--- src/rtl/tmds_frame_sequencer_pkg.sv ---
// rtl/tmds_frame_sequencer_pkg.sv - shared types, ctrl mapping and default 640x480 timing
package tmds_frame_sequencer_pkg;

  typedef enum logic [1:0] {
    REG_ACTIVE = 2'd0,
    REG_FP     = 2'd1,
    REG_SYNC   = 2'd2,
    REG_BP     = 2'd3
  } region_e;

  typedef enum logic {
    ST_IDLE = 1'b0,
    ST_RUN  = 1'b1
  } seq_state_e;

  localparam int CTRL_HSYNC_BIT = 0;
  localparam int CTRL_VSYNC_BIT = 1;

  localparam int DEF_H_ACTIVE = 640;
  localparam int DEF_H_FP     = 16;
  localparam int DEF_H_SYNC   = 96;
  localparam int DEF_H_BP     = 48;
  localparam int DEF_V_ACTIVE = 480;
  localparam int DEF_V_FP     = 10;
  localparam int DEF_V_SYNC   = 2;
  localparam int DEF_V_BP     = 33;

  localparam logic [9:0] TMDS_CTRL_00 = 10'b1101010100;
  localparam logic [9:0] TMDS_CTRL_01 = 10'b0010101011;
  localparam logic [9:0] TMDS_CTRL_10 = 10'b0101010100;
  localparam logic [9:0] TMDS_CTRL_11 = 10'b1010101011;

  // Blanking-period symbol an encoder emits for a given {c1,c0}.
  function automatic logic [9:0] tmds_ctrl_code(input logic [1:0] ctrl);
    logic [9:0] code;
    case (ctrl)
      2'b00:   code = TMDS_CTRL_00;
      2'b01:   code = TMDS_CTRL_01;
      2'b10:   code = TMDS_CTRL_10;
      default: code = TMDS_CTRL_11;
    endcase
    return code;
  endfunction

endpackage

--- src/rtl/video_axis_counter.sv ---
// rtl/video_axis_counter.sv - one raster axis: count, wrap and ACTIVE/FP/SYNC/BP decode
module video_axis_counter
  import tmds_frame_sequencer_pkg::*;
#(
  parameter int ACTIVE = 640,
  parameter int FP     = 16,
  parameter int SYNC   = 96,
  parameter int BP     = 48,
  localparam int TOTAL = ACTIVE + FP + SYNC + BP,
  localparam int CW    = $clog2(TOTAL)
) (
  input  logic          i_clk,
  input  logic          i_rst,
  input  logic          i_hold,
  input  logic          i_adv,
  output logic [CW-1:0] o_cnt,
  output logic          o_last,
  output region_e       o_region
);

  localparam logic [CW-1:0] LAST     = CW'(TOTAL - 1);
  localparam logic [CW-1:0] END_ACT  = CW'(ACTIVE);
  localparam logic [CW-1:0] END_FP   = CW'(ACTIVE + FP);
  localparam logic [CW-1:0] END_SYNC = CW'(ACTIVE + FP + SYNC);

  logic [CW-1:0] cnt_q, cnt_d;

  always_comb begin
    cnt_d = cnt_q;
    if (i_hold) begin
      cnt_d = '0;
    end else if (i_adv) begin
      cnt_d = o_last ? '0 : cnt_q + CW'(1);
    end
  end

  always_ff @(posedge i_clk) begin
    if (i_rst) begin
      cnt_q <= '0;
    end else begin
      cnt_q <= cnt_d;
    end
  end

  assign o_cnt  = cnt_q;
  assign o_last = (cnt_q == LAST);

  always_comb begin
    if (cnt_q < END_ACT) begin
      o_region = REG_ACTIVE;
    end else if (cnt_q < END_FP) begin
      o_region = REG_FP;
    end else if (cnt_q < END_SYNC) begin
      o_region = REG_SYNC;
    end else begin
      o_region = REG_BP;
    end
  end

endmodule

--- src/rtl/tmds_frame_sequencer.sv ---
// rtl/tmds_frame_sequencer.sv - raster timing and pixel scheduler feeding the B/G/R TMDS encoders
module tmds_frame_sequencer
  import tmds_frame_sequencer_pkg::*;
#(
  parameter int H_ACTIVE = DEF_H_ACTIVE,
  parameter int H_FP     = DEF_H_FP,
  parameter int H_SYNC   = DEF_H_SYNC,
  parameter int H_BP     = DEF_H_BP,
  parameter int V_ACTIVE = DEF_V_ACTIVE,
  parameter int V_FP     = DEF_V_FP,
  parameter int V_SYNC   = DEF_V_SYNC,
  parameter int V_BP     = DEF_V_BP,
  parameter bit H_POL    = 1'b0,
  parameter bit V_POL    = 1'b0
) (
  input  logic        i_clk,
  input  logic        i_rst,
  input  logic        i_en,
  input  logic [23:0] i_pix_data,
  input  logic        i_pix_sof,
  input  logic        i_pix_valid,
  output logic        o_pix_ready,
  output logic        o_de,
  output logic [7:0]  o_data_b,
  output logic [7:0]  o_data_g,
  output logic [7:0]  o_data_r,
  output logic [1:0]  o_ctrl_b,
  output logic [1:0]  o_ctrl_g,
  output logic [1:0]  o_ctrl_r,
  output logic        o_frame_start,
  output logic        o_underflow,
  output logic        o_sof_err,
  input  logic        i_clr_err
);

  localparam int HW = $clog2(H_ACTIVE + H_FP + H_SYNC + H_BP);
  localparam int VW = $clog2(V_ACTIVE + V_FP + V_SYNC + V_BP);

  seq_state_e    state_q, state_d;
  logic          run;
  logic [HW-1:0] h_cnt;
  logic [VW-1:0] v_cnt;
  logic          h_last, v_last;
  region_e       h_region, v_region;

  logic          de_q, de_d;
  logic [23:0]   data_q, data_d;
  logic [1:0]    ctrl_b_q, ctrl_b_d;
  logic          frame_start_q, frame_start_d;
  logic          underflow_q, underflow_d;
  logic          sof_err_q, sof_err_d;
  logic          accept, first_slot;

  assign run = (state_q == ST_RUN);

  // Counters sit at (0,0) while idle so the first RUN cycle is the frame's first slot.
  video_axis_counter #(
    .ACTIVE(H_ACTIVE), .FP(H_FP), .SYNC(H_SYNC), .BP(H_BP)
  ) u_h_axis (
    .i_clk    (i_clk),
    .i_rst    (i_rst),
    .i_hold   (!run),
    .i_adv    (run),
    .o_cnt    (h_cnt),
    .o_last   (h_last),
    .o_region (h_region)
  );

  video_axis_counter #(
    .ACTIVE(V_ACTIVE), .FP(V_FP), .SYNC(V_SYNC), .BP(V_BP)
  ) u_v_axis (
    .i_clk    (i_clk),
    .i_rst    (i_rst),
    .i_hold   (!run),
    .i_adv    (run && h_last),
    .o_cnt    (v_cnt),
    .o_last   (v_last),
    .o_region (v_region)
  );

  always_ff @(posedge i_clk) begin
    if (i_rst) begin
      state_q <= ST_IDLE;
    end else begin
      state_q <= state_d;
    end
  end

  // Enable is only honoured on frame boundaries so a frame is never truncated.
  always_comb begin
    state_d = state_q;
    case (state_q)
      ST_IDLE: if (i_en) state_d = ST_RUN;
      ST_RUN:  if (h_last && v_last && !i_en) state_d = ST_IDLE;
      default: state_d = ST_IDLE;
    endcase
  end

  always_comb begin
    o_pix_ready = run && !i_rst && (h_region == REG_ACTIVE) && (v_region == REG_ACTIVE);
    accept      = o_pix_ready && i_pix_valid;
    first_slot  = (h_cnt == '0) && (v_cnt == '0);

    de_d          = o_pix_ready;
    data_d        = accept ? i_pix_data : 24'h0;
    frame_start_d = o_pix_ready && first_slot;

    ctrl_b_d                 = 2'b00;
    ctrl_b_d[CTRL_HSYNC_BIT] = (run && h_region == REG_SYNC) ? H_POL : !H_POL;
    ctrl_b_d[CTRL_VSYNC_BIT] = (run && v_region == REG_SYNC) ? V_POL : !V_POL;

    // A new event in the clearing cycle keeps the flag set.
    underflow_d = (o_pix_ready && !i_pix_valid) || (underflow_q && !i_clr_err);
    sof_err_d   = (accept && (first_slot ? !i_pix_sof : i_pix_sof)) ||
                  (sof_err_q && !i_clr_err);
  end

  always_ff @(posedge i_clk) begin
    if (i_rst) begin
      de_q          <= 1'b0;
      data_q        <= 24'h0;
      ctrl_b_q      <= {!V_POL, !H_POL};
      frame_start_q <= 1'b0;
      underflow_q   <= 1'b0;
      sof_err_q     <= 1'b0;
    end else begin
      de_q          <= de_d;
      data_q        <= data_d;
      ctrl_b_q      <= ctrl_b_d;
      frame_start_q <= frame_start_d;
      underflow_q   <= underflow_d;
      sof_err_q     <= sof_err_d;
    end
  end

  assign o_de          = de_q;
  assign o_data_b      = data_q[7:0];
  assign o_data_g      = data_q[15:8];
  assign o_data_r      = data_q[23:16];
  assign o_ctrl_b      = ctrl_b_q;
  assign o_ctrl_g      = 2'b00;
  assign o_ctrl_r      = 2'b00;
  assign o_frame_start = frame_start_q;
  assign o_underflow   = underflow_q;
  assign o_sof_err     = sof_err_q;

endmodule

--- config.mk ---
export PLATFORM = sky130hd
export DESIGN_NAME = tmds_frame_sequencer
export DESIGN_NICKNAME = d
export VERILOG_FILES = /design/src/rtl/tmds_frame_sequencer_pkg.sv /design/src/rtl/video_axis_counter.sv /design/src/rtl/tmds_frame_sequencer.sv
export SDC_FILE = /design/constraint.sdc
export NUM_CORES = 1
export LEC_CHECK = 0
export ABC_AREA = 1
export ABC_CLOCK_PERIOD_IN_PS = 2400
export BUFFER_PORTS_ARGS = -buffer_cell sky130_fd_sc_hd__buf_2
export CAP_MARGIN = 15
export CORE_UTILIZATION = 35
export CTS_CLUSTER_DIAMETER = 120
export DETAILED_ROUTE_END_ITERATION = 8
export GPL_ROUTABILITY_DRIVEN = 0
export GPL_TIMING_DRIVEN = 0
export HOLD_SLACK_MARGIN = 0.1
export PLACE_DENSITY = 0.62
export SYNTH_ARGS = -nofsm -noshare
export SYNTH_HDL_FRONTEND = slang
export SYNTH_HIERARCHICAL = 1
export SYNTH_SLANG_ARGS = --single-unit
--- constraint.sdc ---
create_clock -name i_clk -period 2.4 [get_ports i_clk]
set_clock_uncertainty 0.15 [all_clocks]
set_input_delay 0.24 -clock i_clk [delete_from_list [all_inputs] [get_ports i_clk]]
set_output_delay 0.24 -clock i_clk [all_outputs]
set_load 0.02 [all_outputs]
==> metrics.md, run 1 <==
| Metric | Value |
|---|---|
| Largest net degree at the start of global routing | `17` |
| Filler cells | `660` |
| Routed wire length | `4856 µm` |
| R2r endpoint | `o_underflow$_SDFF_PP0_` |
| FMAX | `446.3 MHz` |
| Outcome | `finished, final reports clean` |
| Crit path largest cell delay | `0.55 ns` |
| Post-synth ARST share | `0` |
| CTS Sinks | `51` |
| TritonCTS clock tree | `built` |
| Ant diodes | `0` |
| Crit path launch type | `flip-flop` |
| Hold path start | `i_pix_sof` |
| DPL Wire Length | `3408 µm` |
| Fin. max-slew vios | `0` |
| Layout area overhead | `33.18%` |
| First-pass GRT wire length | `8321 µm` |
| TNS Setup | `0 ns` |
| Max-Cap Viols | `0` |
| Reg-to-reg slack, setup | `0.16 ns` |
| Worst skew pair latency | `0.30 ns` |
| Setup violations, final | `0` |
| Hold worst-path end | `o_sof_err$_SDFF_PP0_` |
| Worst r2r path cells | `11` |
| Synth Cell Area | `2451 µm²` |
| Reg clk slew, reported paths | `0.09 ns` |
| Mean routed wirelength per cell | `9.616 µm` |
| Via count | `2067` |
| Row cnt | `30` |
| Delay-heaviest family, CP | `buffers and inverters` |
| Worst hold stages | `5` |
| HP Class | `in2reg` |
| Die Wd | `85.69 µm` |
| Crit path max-delay cell type | `dlygate4sd3_1` |
| Gr ovfl total | `0` |
| Vias in the first global route | `1911` |
| Layout cells sized above 1 | `0.3056` |
| Clk buf depth | `2` |
| Placeable Area | `6794 µm²` |
| VDD IR max | `0.0002750 V` |
| Number of synthesized register bits | `51` |
| Initial antenna violation count | `0` |
| Worst Setup End Kind | `flip-flop` |
| Initial Util | `0.3608` |
| DR vias/cell | `4.093` |
| Pleak | `0.001578 µW` |
| Die Span Y | `85.69 µm` |
| Post-synth top flop | `dfxtp_1` |
| Nets | `441` |
| Sequential share of the synthesized area | `0.4165` |
| Crit path cell chain | `nor2_1 > nand2_1 > nand3_1 > a21oi_1 > inv_1 > nor3_4 > nand3_4 > inv_1 > nand2_1 > a21oi_1 > dlygate4sd3_1` |
| GRT Total Usage | `0.1409` |
| I/O pins | `65` |
| CP required | `2.50 ns` |
| Post-route ant nets | `0` |
| Worst R2R Start | `u_h_axis/o_cnt[5]$_SDFFE_PP0P_` |
| Buf+Inv Stages, Crit Path | `3` |
| Crit path arrival time | `2.34 ns` |
| # DRC | `0` |
| Power per cell area | `465.5 nW/µm²` |
| Min Tclk post-route | `2.241 ns` |
| RSZ-0062 raised after global routing | `false` |
| Crit Path Class | `reg2reg` |
| Die area | `7342 µm²` |
| H-tree depth | `2` |
| Cts bufs inserted | `5` |
| YS warnings | `6` |
| Syn Inst Count | `309` |
| Average cell area after synthesis | `7.932 µm²` |
| Root Buffer | `clkbuf_8` |
| Fin crit share | `0.9337` |
| First DRT Iteration DRCs | `60` |
| Final Hold Fails | `0` |
| Post-Route Utilization | `0.4805` |
| Peak fanout along the critical path | `6` |
| Post-synth EDFFs | `0` |
| Postcts setup bufs | `0` |
| # port buffers | `60` |
| Initial DRT Pass Iterations | `4` |
| Post-synthesis cell type count | `31` |
-- cell families after synthesis --
| group | after synthesis | share of synthesized area |
|---|---|---|
| compound gates | 8 | 0.01787 |
| mux | 2 | 0.008168 |
| flops | 51 | 0.4165 |
| simple gates | 171 | 0.3931 |
| fa+ha+maj | 3 | 0.01532 |
| xor+xnor | 7 | 0.02501 |
| buf+inv | 66 | 0.1225 |
| other cells | 1 | 0.001530 |
-- layout by cell type (no fill, tap or decap), types with 2 or more instances in the layout --
| cell | netlist | final |
|---|---|---|
| a21oi_1 | 5 | 5 |
| buf_12 | 2 | 2 |
| buf_2 | 1 | 61 |
| buf_4 | 5 | 5 |
| clkbuf_8 | 0 | 5 |
| clkinvlp_4 | 0 | 2 |
| conb_1 | 1 | 4 |
| dfxtp_1 | 51 | 49 |
| dfxtp_2 | 0 | 2 |
| dlygate4sd3_1 | 0 | 29 |
| ha_1 | 3 | 3 |
| inv_1 | 54 | 54 |
| inv_2 | 4 | 4 |
| mux2i_1 | 2 | 2 |
| nand2_1 | 54 | 54 |
| nand2_2 | 6 | 6 |
| nand3_1 | 16 | 16 |
| nand3b_1 | 2 | 2 |
| nand4_1 | 7 | 7 |
| nor2_1 | 46 | 46 |
| nor2_2 | 6 | 6 |
| nor2_4 | 24 | 24 |
| nor3_1 | 2 | 2 |
| o21ai_1 | 2 | 2 |
| xnor2_1 | 3 | 3 |
| xor2_1 | 4 | 4 |
-- where the power goes --
part	total, µW	switching (µW)	leakage [µW]	internal [µW]
logic	169	87.9	0.00112	81.5
registers	866	6.93	0.000414	859
clock network	485	281	0.0000402	203
-- flip-flops by register name, summed over array words and instances (netlist names) --
register        flops
o_ctrl_b            2
o_de                1
u_h_axis/o_cnt     10
data_q             24
o_sof_err           1
o_underflow         1
u_v_axis/o_cnt     10
run                 1
o_frame_start       1
-- worst max-delay path by stage --
stage	start	end	slack, ns	cells past startpoint
2_1_floorplan	u_h_axis/o_cnt[0]$_SDFFE_PP0P_	u_v_axis/o_cnt[5]$_SDFFE_PP0P_	0.65	11
3_3_place_gp	u_h_axis/o_cnt[0]$_SDFFE_PP0P_	u_v_axis/o_cnt[5]$_SDFFE_PP0P_	0.47	11
3_5_place_dp	u_h_axis/o_cnt[0]$_SDFFE_PP0P_	u_v_axis/o_cnt[5]$_SDFFE_PP0P_	0.45	11
4_1_cts	u_v_axis/o_cnt[2]$_SDFFE_PP0P_	o_underflow$_SDFF_PP0_	0.17	11
5_1_grt	u_h_axis/o_cnt[5]$_SDFFE_PP0P_	o_underflow$_SDFF_PP0_	0.002	11
6_report	u_h_axis/o_cnt[5]$_SDFFE_PP0P_	o_underflow$_SDFF_PP0_	0.16	11
-- metrics by stage --
stage               power [µW]  worst slack, ns  cells  hold slack, ns  instance area (µm²)
floorplan                971.6           0.6539    312          0.1591                 2462
global placement          1016           0.4658    468          0.3006                 2883
detailed placement        1018           0.4489    468          0.3054                 2883
CTS                       1547           0.1672    505          0.1314                 3262
global route              1607         0.002181    505          0.1735                 3264
finish                    1520           0.1591    505          0.1382                 3264
-- timing repair --
| item | 4_1_cts | 5_1_grt |
|---|---|---|
| hold buffers | 29 | 0 |
| resized for setup | 0 | 2 |
| setup endpoints to repair | 0 | 1 |
| hold endpoints to repair | 27 | 0 |
-- cell type report --
class,instances,area (µm²),area share
clock buffer,5,68.82,0.02108
sequential,51,1023,0.3135
timing repair buffer,89,590.6,0.1809
inverter,58,217.7,0.06669
tap,96,120.1,0.03680
clock inverter,3,20.02,0.006133
multi-input combinational,195,1141,0.3496
buffer,8,82.58,0.02530
-- cell usage after synthesis (2+ instances only) --
library cell,n,area (µm²)
inv_2,4,15.01
nor3_1,2,10.01
inv_1,54,202.7
nor2_1,46,172.7
buf_12,2,40.04
o21ai_1,2,10.01
a21oi_1,5,25.02
xnor2_1,3,26.28
xor2_1,4,35.03
buf_4,5,37.54
nand2_1,54,202.7
mux2i_1,2,20.02
nand3_1,16,80.08
dfxtp_1,51,1021
nand4_1,7,43.79
nand2_2,6,37.54
nand3b_1,2,15.01
nor2_4,24,270.3
ha_1,3,37.54
nor2_2,6,37.54
-- per-layer routing --
layer / global-route usage / part of all wire / up-vias / wire (µm)
met1: 0.1708 / 0.43 / 921 / 2105
met3: 0.02310 / 0.016 / 13 / 78
met5: 0 / 0 / - / 0
met4: 0.05909 / 0.027 / 0 / 131
met2: 0.2473 / 0.52 / 22 / 2540
li1: - / - / 1111 / -
-- worst register-to-register path, stage by stage (launching register included) --
cell	delay (ns)
dfxtp_1	0.44
nor2_1	0.11
nand2_1	0.09
nand3_1	0.08
a21oi_1	0.12
inv_1	0.09
nor3_4	0.19
nand3_4	0.12
inv_1	0.09
nand2_1	0.06
a21oi_1	0.12
dlygate4sd3_1	0.55
Power figures use the tool's default switching activity.
==> inputs of run 2 (changes only) <==
- CELL_PAD_IN_SITES_DETAIL_PLACEMENT: not set -> 2
- CELL_PAD_IN_SITES_GLOBAL_PLACEMENT: not set -> 2
- CORE_UTILIZATION: 35 -> 29
- PLACE_DENSITY: 0.62 -> 0.83
==> run 2 against run 1 <==
Critical path depth down 2. Die area rose by 20%. Hold slack gained 0.049 ns. Count of clock-buffer cells in the layout is 1 higher. Critical path type is now reg2out. Combinational power is 12% higher. Critical endpoint is now o_pix_ready. Power increased by 17%. Sequential cell count did not move. Clock power is 49% higher. Sequential share of layout area fell by 0.37 points. Global-route usage up 7.0 points. Worst setup slack improved by 0.021 ns. Final cell count increased by 1.8%. Largest cell class unchanged.
==> metrics.md, run 2 (synthesis gave the netlist of run 1 again) <==
| Metric | Value |
|---|---|
| Reg-to-reg slack, setup | `0.22 ns (+0.06 ns)` |
| Max FFs per register | `24 (unchanged)` |
| Die area | `8824 µm² (+20%)` |
| Critical Path Source | `u_h_axis/o_cnt[6]$_SDFFE_PP0P_` |
| CP endpoint | `o_pix_ready` |
| Fin area | `3336 µm² (+2.2%)` |
| Max-Cap Viols | `0 (unchanged)` |
| # DRC | `0 (unchanged)` |
| Fin crit share | `0.9250 (-0.008654)` |
| TritonCTS clock tree | `built` |
| Root Buffer | `clkbuf_8` |
| Pleak | `0.001601 µW (+1.5%)` |
| Register area | `1033 µm² (+0.98%)` |
| VDD IR max | `0.0002156 V (-22%)` |
| Commonest non-fill, non-tap cell in the layout | `buf_2` |
| Clk buf depth | `2 (unchanged)` |
| Multi-input logic area | `1145 µm² (+0.33%)` |
| First-pass GRT wire length | `13720 µm (+65%)` |
| H-tree depth | `2 (unchanged)` |
| Initial DRT Pass Iterations | `4 (unchanged)` |
| Setup violations, final | `0 (unchanged)` |
| R2r endpoint | `u_v_axis/o_cnt[6]$_SDFFE_PP0P_` |
| Via count | `2283 (+10%)` |
| Largest net degree at the start of global routing | `16 (-1)` |
| Crit Path Class | `reg2out` |
| First DRT Iteration DRCs | `50 (-17%)` |
| Outcome | `finished, final reports clean` |
| Reg clk slew, reported paths | `0.10 ns (about the same)` |
| CTS Sinks | `51 (unchanged)` |
| Worst Setup End Kind | `primary output` |
| Final Hold Fails | `0 (unchanged)` |
| Gr ovfl total | `0 (unchanged)` |
| Ant diodes | `0 (unchanged)` |
| Worst skew pair latency | `0.32 ns (+0.02 ns)` |
| Post-placement cell area | `2894 µm² (+0.39%)` |
| Die Wd | `93.94 µm (+9.6%)` |
| Commonest cells after routing, fill and taps aside | `buf_2, nand2_1, inv_1, dfxtp_1, nor2_1` |
| # port buffers | `60 (unchanged)` |
| Postcts setup bufs | `0 (unchanged)` |
| Total power | `1774 µW (+17%)` |
| TNS Setup | `0 ns (unchanged)` |
| Mean routed wirelength per cell | `16.85 µm (+75%)` |
| Crit path arrival time | `1.83 ns (-0.51 ns)` |
| HP Class | `in2reg` |
| Fin. max-slew vios | `0 (unchanged)` |
| Routed wire length | `8659 µm (+78%)` |
| Filler cells | `913 (+38%)` |
| Biggest register | `data_q` |
| FMAX | `450.4 MHz (+0.94%)` |
| Post-route ant nets | `0 (unchanged)` |
| GRT Total Usage | `0.2109 (+0.06997)` |
| Initial Util | `0.2983 (-0.06246)` |
| Nets | `441 (unchanged)` |
| Layout area overhead | `36.09%` |
| Vias in the first global route | `2591 (+36%)` |
| Placeable Area | `8217 µm² (+21%)` |
| CP required | `2.01 ns (-0.49 ns)` |
| Cts bufs inserted | `5 (unchanged)` |
| Row cnt | `33 (+10%)` |
| Min Tclk post-route | `2.220 ns (-0.02077 ns)` |
| Crit path launch type | `flip-flop` |
| Die Span Y | `93.94 µm (+9.6%)` |
| DPL Wire Length | `5572 µm (+63%)` |
| Worst r2r path cells | `12 (+1)` |
| RSZ-0062 raised after global routing | `false` |
| Worst R2R Start | `u_h_axis/o_cnt[0]$_SDFFE_PP0P_` |
| Layout cells sized above 1 | `0.3130 (+0.007335)` |
| Final Non-Filler Cells | `514 (+1.8%)` |
| Power per cell area | `531.8 nW/µm² (+14%)` |
| Initial antenna violation count | `0 (unchanged)` |
| DR vias/cell | `4.442 (+8.5%)` |
| Peak fanout along the critical path | `6 (unchanged)` |
| Placed Instances | `477 (+1.9%)` |
| I/O pins | `65 (unchanged)` |
-- run 2: worst min-delay path by stage --
| stage | slack (ns) | from | cells past startpoint | end |
|---|---|---|---|---|
| 2_1_floorplan | 0.16 | i_rst | 1 | o_sof_err$_SDFF_PP0_ |
| 3_3_place_gp | 0.30 | o_underflow$_SDFF_PP0_ | 2 | o_underflow$_SDFF_PP0_ |
| 3_5_place_dp | 0.32 | i_pix_data[14] | 3 | data_q[14]$_SDFF_PP0_ |
| 4_1_cts | 0.14 | i_pix_sof | 5 | o_sof_err$_SDFF_PP0_ |
| 5_1_grt | 0.21 | i_pix_sof | 5 | o_sof_err$_SDFF_PP0_ |
| 6_report | 0.19 | i_pix_sof | 5 | o_sof_err$_SDFF_PP0_ |
-- run 2: cell type report --
cell class | instances | share of cell area
multi-input cells | 195 | 0.3432
flip-flops and latches | 51 | 0.3098
repair buffers | 89 | 0.1778
inverters | 58 | 0.06527
well taps | 105 | 0.03938
plain buffers | 8 | 0.02476
clock buffers | 6 | 0.02176
clock inverters | 2 | 0.01800
-- run 2: worst max-delay path: stages, from the launching register on --
cell      delay [ns]
dfxtp_4         0.39
nor2_1          0.07
nand2_1         0.10
nand3_1         0.10
a21oi_2         0.15
inv_1           0.09
nor3_4          0.19
nand3_4         0.14
inv_2           0.10
clkbuf_4        0.18
-- run 2: per-stage QoR --
step,hold slack (ns),utilization,setup slack (ns)
CTS,0.1393,0.4038,0.003022
finish,0.1872,0.4060,0.1799
detailed placement,0.3250,0.3522,0.3106
floorplan,0.1591,-,0.6539
global placement,0.3023,0.3522,0.4546
global route,0.2099,0.4060,0.02159
-- run 2: where the power goes --
group | internal, µW | switching [µW] | leakage (µW)
registers | 856 | 9.00 | 0.000416
clock network | 417 | 304 | 0.0000654
logic | 82.7 | 106 | 0.00112
total | 1360 | 419 | 0.00160
-- run 2: what timing repair did --
item                       in CTS  in global routing
setup endpoints to repair       1                  1
resized for setup               1                  9
hold endpoints to repair       27                  0
hold buffers                   29                  0
-- run 2: layer usage --
layer / routed length (µm) / track usage / vias up
met5: 0 / 0 / -
met4: 152 / 0.07051 / 0
met3: 472 / 0.05421 / 10
met2: 4696 / 0.4051 / 63
met1: 3338 / 0.2191 / 1100
li1: - / - / 1110
==> inputs of run 3 (changes only) <==
- REMOVE_ABC_BUFFERS: not set -> 1
==> run 3 against run 2 <==
Critical path depth increased by 2. Count of clock-buffer cells in the layout shrank 1. Sequential share of layout area grew 1.0 points. Highest routed layer unchanged. Fmax down 1.9%. Utilization decreased by 1.3 points. Critical path type is now reg2reg. Power shrank 5.7%. Sequential cell count unchanged. Largest power group unchanged. Sequential power about the same.
==> metrics.md, run 3 (synthesis gave the netlist of run 1 again) <==
| Metric | Value |
|---|---|
| TritonCTS clock tree | `built` |
| Post-Route Utilization | `0.3933 (-0.01264)` |
| DPL Wire Length | `5204 µm (-6.6%)` |
| Die area | `8824 µm² (unchanged)` |
| CP required | `2.51 ns (+0.50 ns)` |
| VDD IR max | `0.0002789 V (+29%)` |
| Mean routed wirelength per cell | `16.82 µm (-0.14%)` |
| First-pass GRT wire length | `13990 µm (+1.9%)` |
| Placeable Area | `8217 µm² (unchanged)` |
| Post-route ant nets | `0 (unchanged)` |
| Largest net degree at the start of global routing | `25 (+9)` |
| Initial antenna violation count | `0 (unchanged)` |
| Root Buffer | `clkbuf_8` |
| Crit Path Class | `reg2reg` |
| Min Tclk post-route | `2.263 ns (+0.04318 ns)` |
| Initial Util | `0.2983 (unchanged)` |
| Die Wd | `93.94 µm (unchanged)` |
| Initial DRT Pass Iterations | `4 (unchanged)` |
| Peak fanout along the critical path | `6 (unchanged)` |
| Via count | `2262 (-0.92%)` |
| Crit path launch type | `flip-flop` |
| Die Span Y | `93.94 µm (unchanged)` |
| Fin. max-slew vios | `0 (unchanged)` |
| Fin crit share | `0.9430 (+0.01799)` |
| Setup violations, final | `0 (unchanged)` |
| I/O pins | `65 (unchanged)` |
| Biggest register | `data_q` |
| TNS Setup | `0 ns (unchanged)` |
| Crit path arrival time | `2.37 ns (+0.54 ns)` |
| HP Class | `in2reg` |
| Pleak | `0.001539 µW (-3.9%)` |
| CTS Sinks | `51 (unchanged)` |
| Post-place setup slack | `-0.007655 ns (-0.3182 ns)` |
| Final worst setup slack | `0.1367 ns (-0.04318 ns)` |
| # DRC | `0 (unchanged)` |
| Ant diodes | `0 (unchanged)` |
| Outcome | `finished, final reports clean` |
| Worst skew pair latency | `0.31 ns (about the same)` |
| GRT Total Usage | `0.2105 (-0.0003700)` |
| Postcts setup bufs | `0 (unchanged)` |
| FMAX | `441.8 MHz (-1.9%)` |
| RSZ-0062 raised after global routing | `true` |
| Worst-margin pin slew | `0.5976 ns` |
| Routed wire length | `8512 µm (-1.7%)` |
| Worst Setup End Kind | `flip-flop` |
| Power per cell area | `517.6 nW/µm² (-2.7%)` |
| Final Non-Filler Cells | `506 (-1.6%)` |
| Final Hold Fails | `0 (unchanged)` |
| Vias in the first global route | `2645 (+2.1%)` |
| Placed Instances | `469 (-1.7%)` |
| Layout area overhead | `31.85%` |
| Max-slew headroom | `0.6016` |
| Nets | `433 (-1.8%)` |
| Total power | `1673 µW (-5.7%)` |
| Clk buf depth | `2 (unchanged)` |
| First DRT Iteration DRCs | `42 (-16%)` |
| Reg clk slew, reported paths | `0.12 ns (+0.02 ns)` |
| Cts bufs inserted | `5 (unchanged)` |
| Row cnt | `33 (unchanged)` |
| Commonest non-fill, non-tap cell in the layout | `buf_2` |
| Max-Cap Viols | `0 (unchanged)` |
| Layout cells sized above 1 | `0.2993 (-0.01371)` |
| Max FFs per register | `24 (unchanged)` |
| DR vias/cell | `4.470 (+0.65%)` |
| # port buffers | `60 (unchanged)` |
| Filler cells | `944 (+3.4%)` |
| Commonest cells after routing, fill and taps aside | `buf_2, nand2_1, inv_1, dfxtp_1, nor2_1` |
| H-tree depth | `2 (unchanged)` |
| Gr ovfl total | `0 (unchanged)` |
==> run 3: timing repair <==
item,4_1_cts,5_1_grt
hold endpoints to repair,27,0
resized for setup,1,8
hold buffers,29,0
setup endpoints to repair,1,4
==> run 3: area by class of cell <==
| type | instances | area (µm²) | area share |
|---|---|---|---|
| clock buffer | 5 | 68.82 | 0.02129 |
| clock inverter | 3 | 46.29 | 0.01432 |
| inverter | 58 | 220.2 | 0.06814 |
| multi-input combinational | 195 | 1141 | 0.3531 |
| sequential | 51 | 1033 | 0.3198 |
| tap | 105 | 131.4 | 0.04065 |
| timing repair buffer | 89 | 590.6 | 0.1827 |
==> run 3: worst paths after layout <==
| check | from | end | slack (ns) | cells past startpoint |
|---|---|---|---|---|
| setup / recovery | u_h_axis/o_cnt[6]$_SDFFE_PP0P_ | o_underflow$_SDFF_PP0_ | 0.14 | 11 |
| hold / removal | i_pix_sof | o_sof_err$_SDFF_PP0_ | 0.22 | 5 |
| setup reg to reg | u_h_axis/o_cnt[6]$_SDFFE_PP0P_ | o_underflow$_SDFF_PP0_ | 0.14 | 11 |
| hold reg to reg | u_h_axis/o_cnt[6]$_SDFFE_PP0P_ | u_h_axis/o_cnt[6]$_SDFFE_PP0P_ | 0.42 | 2 |
==> run 3: metal layers <==
| metal | GRT usage | vias up | share of wire |
|---|---|---|---|
| met1 | 0.2459 | 1092 | 0.43 |
| met4 | 0.05641 | 0 | 0.014 |
| met2 | 0.3802 | 71 | 0.50 |
| met5 | 0 | - | 0 |
| met3 | 0.05097 | 8 | 0.057 |
| li1 | - | 1091 | - |
==> run 3: critical path: stages, from the launching register on <==
cell and delay, ns:
dfxtp_4 0.40, nor2_1 0.08, nand2_1 0.11, nand3_1 0.08, a21oi_1 0.13, inv_1 0.09
nor3_4 0.19, nand3_4 0.13, inv_1 0.11, nand2_1 0.06, a21oi_1 0.12, dlygate4sd3_1 0.57
==> run 3: stage by stage <==
step	hold slack (ns)	instance area (µm²)
4_1_cts	0.1679	3219
6_report	0.2228	3232
3_5_place_dp	0.3133	2811
5_1_grt	0.2580	3232
2_1_floorplan	0.1591	2380
3_3_place_gp	0.3036	2811
==> run 3: where the power goes <==
group | switching [µW] | internal, µW
Sequential | 9.42 | 856
Clock | 318 | 315
Combinational | 101 | 73.5
